[src/rtl/alu_pkg.sv]
// ============================================================================
// alu_pkg : opcodes, FSM states and carry-seed helper for the serial ALU
// Rev 1.0
// ============================================================================
`default_nettype none

package alu_pkg;

    localparam int ALU_OP_W = 3;

    typedef enum logic [ALU_OP_W-1:0] {
        OP_ADD  = 3'd0,
        OP_SUB  = 3'd1,
        OP_ADC  = 3'd2,
        OP_SBC  = 3'd3,
        OP_AND  = 3'd4,
        OP_OR   = 3'd5,
        OP_XOR  = 3'd6,
        OP_SETA = 3'd7
    } alu_op_e;

    typedef enum logic [0:0] {
        ST_IDLE = 1'b0,
        ST_RUN  = 1'b1
    } alu_state_e;

    // Carry injected into slice 0; logic ops keep the chain at zero.
    function automatic logic carry_seed(input alu_op_e op, input logic cin);
        logic seed;
        seed = 1'b0;
        case (op)
            OP_SUB:         seed = 1'b1;
            OP_ADC, OP_SBC: seed = cin;
            default:        seed = 1'b0;
        endcase
        return seed;
    endfunction

endpackage

`default_nettype wire

[src/rtl/alu_slice.sv]
// ============================================================================
// alu_slice : combinational SLICE-bit ALU cell with ripple carry chain
// Rev 1.0
// ============================================================================
`default_nettype none

module alu_slice
    import alu_pkg::*;
#(
    parameter int SLICE = 4
) (
    input  alu_op_e          op,
    input  logic [SLICE-1:0] a_s,
    input  logic [SLICE-1:0] b_s,
    input  logic             c_in,
    output logic [SLICE-1:0] f_s,
    output logic             c_out,
    output logic             c_msb
);

    always_comb begin
        logic c;
        logic bb;
        logic inv;
        f_s   = '0;
        c_out = 1'b0;
        c_msb = 1'b0;
        c     = c_in;
        bb    = 1'b0;
        inv   = (op == OP_SUB) || (op == OP_SBC);
        case (op)
            OP_ADD, OP_SUB, OP_ADC, OP_SBC: begin
                for (int i = 0; i < SLICE; i++) begin
                    bb = b_s[i] ^ inv;
                    if (i == SLICE - 1) begin
                        c_msb = c;
                    end
                    f_s[i] = a_s[i] ^ bb ^ c;
                    c      = (a_s[i] & bb) | (a_s[i] & c) | (bb & c);
                end
                c_out = c;
            end
            OP_AND:  f_s = a_s & b_s;
            OP_OR:   f_s = a_s | b_s;
            OP_XOR:  f_s = a_s ^ b_s;
            default: f_s = a_s;
        endcase
    end

endmodule

`default_nettype wire

[src/rtl/alu_serial.sv]
// ============================================================================
// alu_serial : WIDTH-bit ALU processed SLICE bits per clock, LSB slice first.
// Optional signed-overflow flag built when ALU_SERIAL_OVF_EN is defined.
// Rev 1.0
// ============================================================================
`default_nettype none

module alu_serial
    import alu_pkg::*;
#(
    parameter int WIDTH = 36,
    parameter int SLICE = 4
) (
    input  logic                clk,
    input  logic                reset,
    input  logic                start,
    input  logic [ALU_OP_W-1:0] op,
    input  logic [WIDTH-1:0]    a,
    input  logic [WIDTH-1:0]    b,
    input  logic                cin,
    output logic [WIDTH-1:0]    f,
    output logic                cout,
    output logic                zero,
    output logic                ovf,
    output logic                busy,
    output logic                done
);

    localparam int NS = WIDTH / SLICE;
    localparam int CW = (NS > 1) ? $clog2(NS) : 1;

    if ((SLICE < 1) || (SLICE > WIDTH) || ((WIDTH % SLICE) != 0)) begin : g_bad_cfg
        $error("alu_serial: WIDTH must be a positive multiple of SLICE");
    end

    alu_state_e       state_q;
    alu_op_e          op_q;
    logic [WIDTH-1:0] a_q;
    logic [WIDTH-1:0] b_q;
    logic [WIDTH-1:0] f_q;
    logic [CW-1:0]    cnt_q;
    logic             carry_q;
    logic             zacc_q;
    logic             cout_q;
    logic             zero_q;
    logic             busy_q;
    logic             done_q;

    logic [SLICE-1:0] a_s_w;
    logic [SLICE-1:0] b_s_w;
    logic [SLICE-1:0] f_s_w;
    logic             c_out_w;
    logic             c_msb_w;
    logic             accept_w;
    logic             last_w;
    logic             slice_zero_w;

    assign a_s_w        = a_q[int'(cnt_q)*SLICE +: SLICE];
    assign b_s_w        = b_q[int'(cnt_q)*SLICE +: SLICE];
    assign accept_w     = (state_q == ST_IDLE) && start;
    assign last_w       = (state_q == ST_RUN) && (cnt_q == CW'(NS - 1));
    assign slice_zero_w = (f_s_w == '0);

    alu_slice #(
        .SLICE (SLICE)
    ) u_slice (
        .op    (op_q),
        .a_s   (a_s_w),
        .b_s   (b_s_w),
        .c_in  (carry_q),
        .f_s   (f_s_w),
        .c_out (c_out_w),
        .c_msb (c_msb_w)
    );

    always_ff @(posedge clk) begin
        if (reset) begin
            state_q <= ST_IDLE;
            op_q    <= OP_ADD;
            a_q     <= '0;
            b_q     <= '0;
            f_q     <= '0;
            cnt_q   <= '0;
            carry_q <= 1'b0;
            zacc_q  <= 1'b0;
            cout_q  <= 1'b0;
            zero_q  <= 1'b0;
            busy_q  <= 1'b0;
            done_q  <= 1'b0;
        end else begin
            case (state_q)
                ST_IDLE: begin
                    done_q <= 1'b0;
                    if (start) begin
                        op_q    <= alu_op_e'(op);
                        a_q     <= a;
                        b_q     <= b;
                        carry_q <= carry_seed(alu_op_e'(op), cin);
                        f_q     <= '0;
                        cout_q  <= 1'b0;
                        zero_q  <= 1'b0;
                        zacc_q  <= 1'b1;
                        cnt_q   <= '0;
                        busy_q  <= 1'b1;
                        state_q <= ST_RUN;
                    end
                end
                ST_RUN: begin
                    f_q[int'(cnt_q)*SLICE +: SLICE] <= f_s_w;
                    carry_q <= c_out_w;
                    zacc_q  <= zacc_q & slice_zero_w;
                    if (last_w) begin
                        // Logic ops leave c_out at 0, so cout needs no op check.
                        cout_q  <= c_out_w;
                        zero_q  <= zacc_q & slice_zero_w;
                        done_q  <= 1'b1;
                        busy_q  <= 1'b0;
                        cnt_q   <= '0;
                        state_q <= ST_IDLE;
                    end else begin
                        cnt_q <= cnt_q + 1'b1;
                    end
                end
                default: state_q <= ST_IDLE;
            endcase
        end
    end

`ifdef ALU_SERIAL_OVF_EN
    logic ovf_q;

    always_ff @(posedge clk) begin
        if (reset || accept_w) begin
            ovf_q <= 1'b0;
        end else if (last_w) begin
            ovf_q <= c_msb_w ^ c_out_w;
        end
    end

    assign ovf = ovf_q;
`else
    logic unused_ovf_sig;
    assign unused_ovf_sig = c_msb_w ^ accept_w;
    assign ovf            = 1'b0;
`endif

    assign f    = f_q;
    assign cout = cout_q;
    assign zero = zero_q;
    assign busy = busy_q;
    assign done = done_q;

endmodule

`default_nettype wire

[config.mk]
export PLATFORM = sky130hd
export DESIGN_NAME = alu_serial
export DESIGN_NICKNAME = d
export VERILOG_FILES = /design/src/rtl/alu_pkg.sv /design/src/rtl/alu_slice.sv /design/src/rtl/alu_serial.sv
export SDC_FILE = /design/constraint.sdc
export NUM_CORES = 1
export LEC_CHECK = 0
export BUFFER_PORTS_ARGS = -buffer_cell sky130_fd_sc_hd__buf_2
export CAP_MARGIN = 10
export CORE_MARGIN = 2
export CORE_UTILIZATION = 51
export CTS_BUF_LIST = sky130_fd_sc_hd__clkbuf_8
export DETAILED_ROUTE_END_ITERATION = 16
export PLACE_DENSITY = 0.78
export REMOVE_ABC_BUFFERS = 1
export SYNTH_ARGS = -nofsm -noshare
export SYNTH_HDL_FRONTEND = slang
export SYNTH_SLANG_ARGS = --single-unit
[constraint.sdc]
create_clock -name clk -period 5.6 [get_ports clk]
set_clock_uncertainty 0.15 [all_clocks]
set_input_delay 0.56 -clock clk [delete_from_list [all_inputs] [get_ports clk]]
set_output_delay 0.56 -clock clk [all_outputs]
set_load 0.005 [all_outputs]
Word level (Yosys, flattened, before mapping)

Cells that the tools add are included.

$add $sub $neg: 2
Equality and inequality tests: 12
Shift operators: 4
Multiplexer cells: 25
Bitwise operators: 37
Reduce and logical (&&, ||, !) cells: 8

Operator list:

| cell                      | count |
|---|---|
| $pmux W36 S2              | 1 |
| $shiftx A36 B7 Y4         | 2 |
| $bwmux W36                | 1 |
| $mux W36                  | 1 |
| $shift A4 B33 Y36 const A | 1 |
| $shiftx A4 B33 Y36        | 1 |
| $neg A6 Y33               | 1 |
| $pmux W1 S2               | 8 |
| $pmux W4 S4               | 1 |
| $and A1 B1 Y1             | 13 |
| $eq A3 B2 Y1 const B      | 4 |
| $xor A1 B1 Y1             | 12 |
| $mux W1                   | 10 |
| $eq A3 B3 Y1 const B      | 3 |
| $mux W4                   | 2 |
| $or A1 B1 Y1              | 8 |
| $pmux W4 S2               | 1 |
| $eq A3 B1 Y1 const B      | 2 |
| $add A4 B1 Y4 const B     | 1 |
| $and A4 B4 Y4             | 1 |
| $eq A4 B4 Y1 const B      | 1 |
| $logic_not A4 Y1          | 1 |
| $or A4 B4 Y4              | 1 |
| $reduce_and A2 Y1         | 2 |
| other kinds (9)           | 9 |

Bits in registers: 122
Input port bits: 79
Logic and storage cells: 100

Depth between registers and ports, before layout

Depth in word-level cells: 18
Mapped depth: 16

Hierarchy

A second synthesis with hierarchy kept.

Cells, all modules: 685
Area, all modules: 5,723.0 µm²

By module, submodules not included:

| module     | instances | cells each | area each (µm²) | seq. area each (µm²) |
|---|---|---|---|---|
| alu_serial | 1         | 632        | 5,280.1         | 2,442.3 |
| alu_slice  | 1         | 53         | 442.9           | 0.0 |

Least setup slack after synthesis

OpenSTA, ideal clock, no wires.

Kind: reg-to-reg
Start: register cnt_q[0]
End: register f_q[19] (netlist: f[19])
Library setup time: 0.070 ns
Arrival: 4.080 ns
Setup slack: 1.299 ns
Cell stages (with the launch flop): 17
Path buffers: 4
Clock period less this slack: 4.301 ns
Path through: dfxtp_1 > buf_6 > buf_4 > buf_6 > buf_2 > mux4_2 > mux2i_1 > o21ai_0 > xnor2_1 > fa_1 > fa_1 > fa_1 > nand2_1 > a21oi_1 > o21ai_1 > or2_2 > a21oi_1

Longest elaborated chain between the ends: 16
Elaborated cells between the ends (all ways): 38
Classes of those cells: add/sub: 1; shift: 4; mux: 3; bitwise: 30

Ends and longest elaborated chain:

| what                            | line              | source |
|---|---|---|
| from (decl)                     | alu_serial.sv:41  | `logic [CW-1:0] cnt_q;` |
| from (signal assigned)          | alu_serial.sv:121 | `cnt_q <= cnt_q + 1'b1;` |
| $shiftx A36 B7 Y4               | alu_serial.sv:59  | `assign b_s_w = b_q[int'(cnt_q)*SLICE +: SLICE];` |
| $xor A1 B1 Y1                   | alu_slice.sv:34   | `bb = b_s[i] ^ inv;` |
| $and A1 B1 Y1                   | alu_slice.sv:39   | `c = (a_s[i] & bb) \| (a_s[i] & c) \| (bb & c);` |
| $or A1 B1 Y1 (2 in a row)       | alu_slice.sv:39   |  |
| $and A1 B1 Y1                   | alu_slice.sv:39   |  |
| $or A1 B1 Y1 (2 in a row)       | alu_slice.sv:39   |  |
| $and A1 B1 Y1                   | alu_slice.sv:39   |  |
| $or A1 B1 Y1 (2 in a row)       | alu_slice.sv:39   |  |
| $xor A1 B1 Y1                   | alu_slice.sv:38   | `f_s[i] = a_s[i] ^ bb ^ c;` |
| $pmux W4 S4                     | alu_slice.sv:31   | `case (op)` |
| $shiftx A4 B33 Y36              | alu_serial.sv:109 | `f_q[int'(cnt_q)*SLICE +: SLICE] <= f_s_w;` |
| $bwmux W36 (*)                  | alu_serial.sv:109 |  |
| $pmux W36 S2 (*)                | alu_serial.sv:91  | `case (state_q)` |
| to (signal, indexed assignment) | alu_serial.sv:109 |  |
| to (decl)                       | alu_serial.sv:40  | `logic [WIDTH-1:0] f_q;` |

Mark *: on every way between the ends. The rest lies on a longest branch, timed or not.
A chain may end at the register's enable or synchronous reset.

Worst setup path in the final report

Start: register cnt_q[3]
End: register f_q[19] (netlist: f[19])

The elaborated chain is that of the path after synthesis.

==> qor.yml <==
sta:
  max_clock_freq_ghz: 0.217
  tightestPinTransition_ps: 1080
  max_slew_margin_pct: 27.6
  hold_viol: 0
  fin_crit_sh_pct: 82.3
  slew_violations: 0
  rsz0062_at_grt: "false"
  tns_ps: 0
  setup_viol: 0
  fin_crit_ps: 4610
floorplanning:
  dieWidth_um: 111
  row_count: 38
  num_io_pins: 120
  core_area_sq_mm: 0.0109
  die_area_sq_mm: 0.0122
  start_util_pct: 53.0
  die_h_um: 111
clock_network:
  cts_root_buffer: "clkbuf_8"
  cts-buffers-inserted: 17
  hold_buffers: 0
  cts-resized-gates: 0
  clk_transition_reported_paths_ps: 80
  cts_tree: "built"
  cts_htree_levels: 4
  cts_buffer_depth: 2
  clock_sinks: 122
  post_cts_buffers: 0
  clkLatencyLatePin_ps: 450
setup_path:
  reg2reg_slack_ps: 990
  cp.arrival_ps: 4830
  cp_max_fo: 16
  end_kind: "flop"
  startpoint: "cnt_q[3]"
  reg2reg_from: "cnt_q[3]"
  setup.worst_path.class: "flop to flop"
  worstPathRequired_ps: 5830
  cp-start-kind: "flop"
global_route:
  grt_use_total_pct: 24.1
  grt_antenna_before_repair: 0
  grt_remaining_overflow: 0
  grt_pass1_vias: 5109
  grt_pass1_wl_um: 24300
  grt_max_degree: 71
yosys:
  syn_area_per_cell_sq_um: 8.31
  synthesis.instances: 697
  synthTopCellsByArea: "dfxtp_1, nand2_1, a21oi_1, mux4_2, ha_1"
  ys_seq_area_share_pct: 42.2
  ys_warn_count: 0
  netlist_area_sq_mm: 0.00579
  synth_edf_count: 0
  synthArstFlopShare_pct: 0
  synth_flop_cell: "dfxtp_1"
  synth.top_cell.area_share_pct: 42.2
  yosysTopAreaCell: "dfxtp_1"
  ys_ff_latch: 122
  synth_cell_types: 68
power:
  seq_power_share_pct: 47.8
  combinationalPowerShare_pct: 12.4
  power_density_mw_per_mm2: 288
  p_sw_share_pct: 28.0
  power.leakage_uw: 0.00278
  vdd_ir_drop_max_v: 0.000125
  p_sw_uw: 548
  clock_power_share_pct: 39.8
  p_int_uw: 1410
layout:
  final_cell_mix: "nand2_1, dfxtp_1, buf_2"
  final-instance-count-excl-fill: 943
  fin_nets: 886
  final_common_cell: "nand2_1"
  drive_gt1_share_pct: 23.4
  antennaDiodeCount: 0
  syn2layout_area_growth_pct: 17.2
  fillCellCount: 993
placed_design:
  gp_congestion: 0.875
  portBuffers: 118
  dpl.hpwl_um: 10400
  dp_cells: 911
worst_hold_path:
  hp-start: "a[27]"
  hp-class: "input port to flop"
detailed_routing:
  routed_wl_um: 14600
  vias: 5279
  vias_per_cell: 5.60
  postRouteAntennaNets: 0
  first_iter_violations: 315
  wl_per_cell_um: 15.5
  drc_errors: 0
  drt_first_pass_iters: 5
flow_run:
  maxCapViolations: 0
run_status:
  status: "finished clean"
==> worst max-delay path, cell delays in order, from the launching register on <==
cell and delay [ps]:
dfxtp_1 730, nor4b_4 550, and2_1 240, nand2b_1 170, xnor2_1 80, maj3_1 390
fa_1 400, fa_1 390, fa_1 490, nand2_1 70, a21oi_1 130, o21ai_1 230
or2_2 390, a21oi_1 120
==> path summary, 6_finish.rpt <==
check | cells past startpoint | endpoint
worst max-delay path | 13 | f[19]
worst min-delay path | 3 | a_q[27]
worst max register to register | 13 | f[19]
worst min register to register | 2 | b_q[12]
==> final cells by class <==
cell class                 instances  area [sq um]  area share [%]
inverter                          17          63.8           0.940
clock inverter                    14           148            2.18
sequential                       122          2440            36.0
multi-input combinational        508          3070            45.2
tap                              140           175            2.58
clock buffer                      18           248            3.65
timing repair buffer             124           638            9.40
==> registers in the layout, indices dropped and copies added, names as in the netlist <==
name	cells
a_q	36
b_q	36
busy	1
carry_q	1
cnt_q	4
cout	1
done	1
f	36
op_q	3
state_q	1
zacc_q	1
zero	1
==> cells in the mapped netlist (all sizes together) (2+ instances only) <==
library cell / instances
nand2b: 7
a22oi: 2
a2bb2oi: 5
buf: 16
a32o: 2
o31ai: 9
a32oi: 5
mux2: 5
mux4: 10
xnor2: 4
clkinv: 2
inv: 15
nor2b: 11
ha: 14
clkbuf: 34
o41ai: 2
o41a: 2
o2bb2ai: 2
fa: 3
a31oi: 4
a221o: 2
o22ai: 2
nand3: 24
o21ai: 15
a211oi: 8
and3: 3
nor2: 32
nand4: 3
nor3: 10
and2: 4
dfxtp: 122
a21oi: 95
nand2: 183
mux2i: 15
==> metrics by stage <==
step	worst slack (ps)	area (sq um)	utilization (%)	power, uW	hold slack, ps
finish	994	6790	62.1	1960	192
global route	682	6790	62.1	2040	178
CTS	1040	6790	62.1	1970	177
detailed placement	1060	6390	58.4	1200	299
global placement	1200	6390	58.4	1190	293
floorplan	866	5570	-	1100	276
==> kinds of logic after synthesis <==
logic type / count (synthesis) / synth area share, %
simple gates: 285 / 21.4
flops: 122 / 42.2
xor+xnor: 5 / 0.756
compound gates: 169 / 18.9
other cells: 1 / 0.0648
fa+ha+maj: 18 / 4.24
mux: 30 / 7.45
buf+inv: 67 / 4.97
==> power groups by stage <==
| stage | clock (uW) | sequential, uW | combinational, uW |
|---|---|---|---|
| after floorplan | 0 | 946 | 153 |
| after global placement | 0 | 955 | 232 |
| after detailed placement | 0 | 955 | 242 |
| after CTS | 788 | 936 | 243 |
| after global routing | 831 | 940 | 272 |
| final | 778 | 935 | 243 |
==> layer usage <==
metal | track usage [%] | routed length, um
met5 | 0 | 0
met4 | 6.33 | 187
met3 | 6.64 | 843
met1 | 31.3 | 6650
met2 | 39.8 | 6890
No activity file was read; power rests on OpenSTA's default activity.
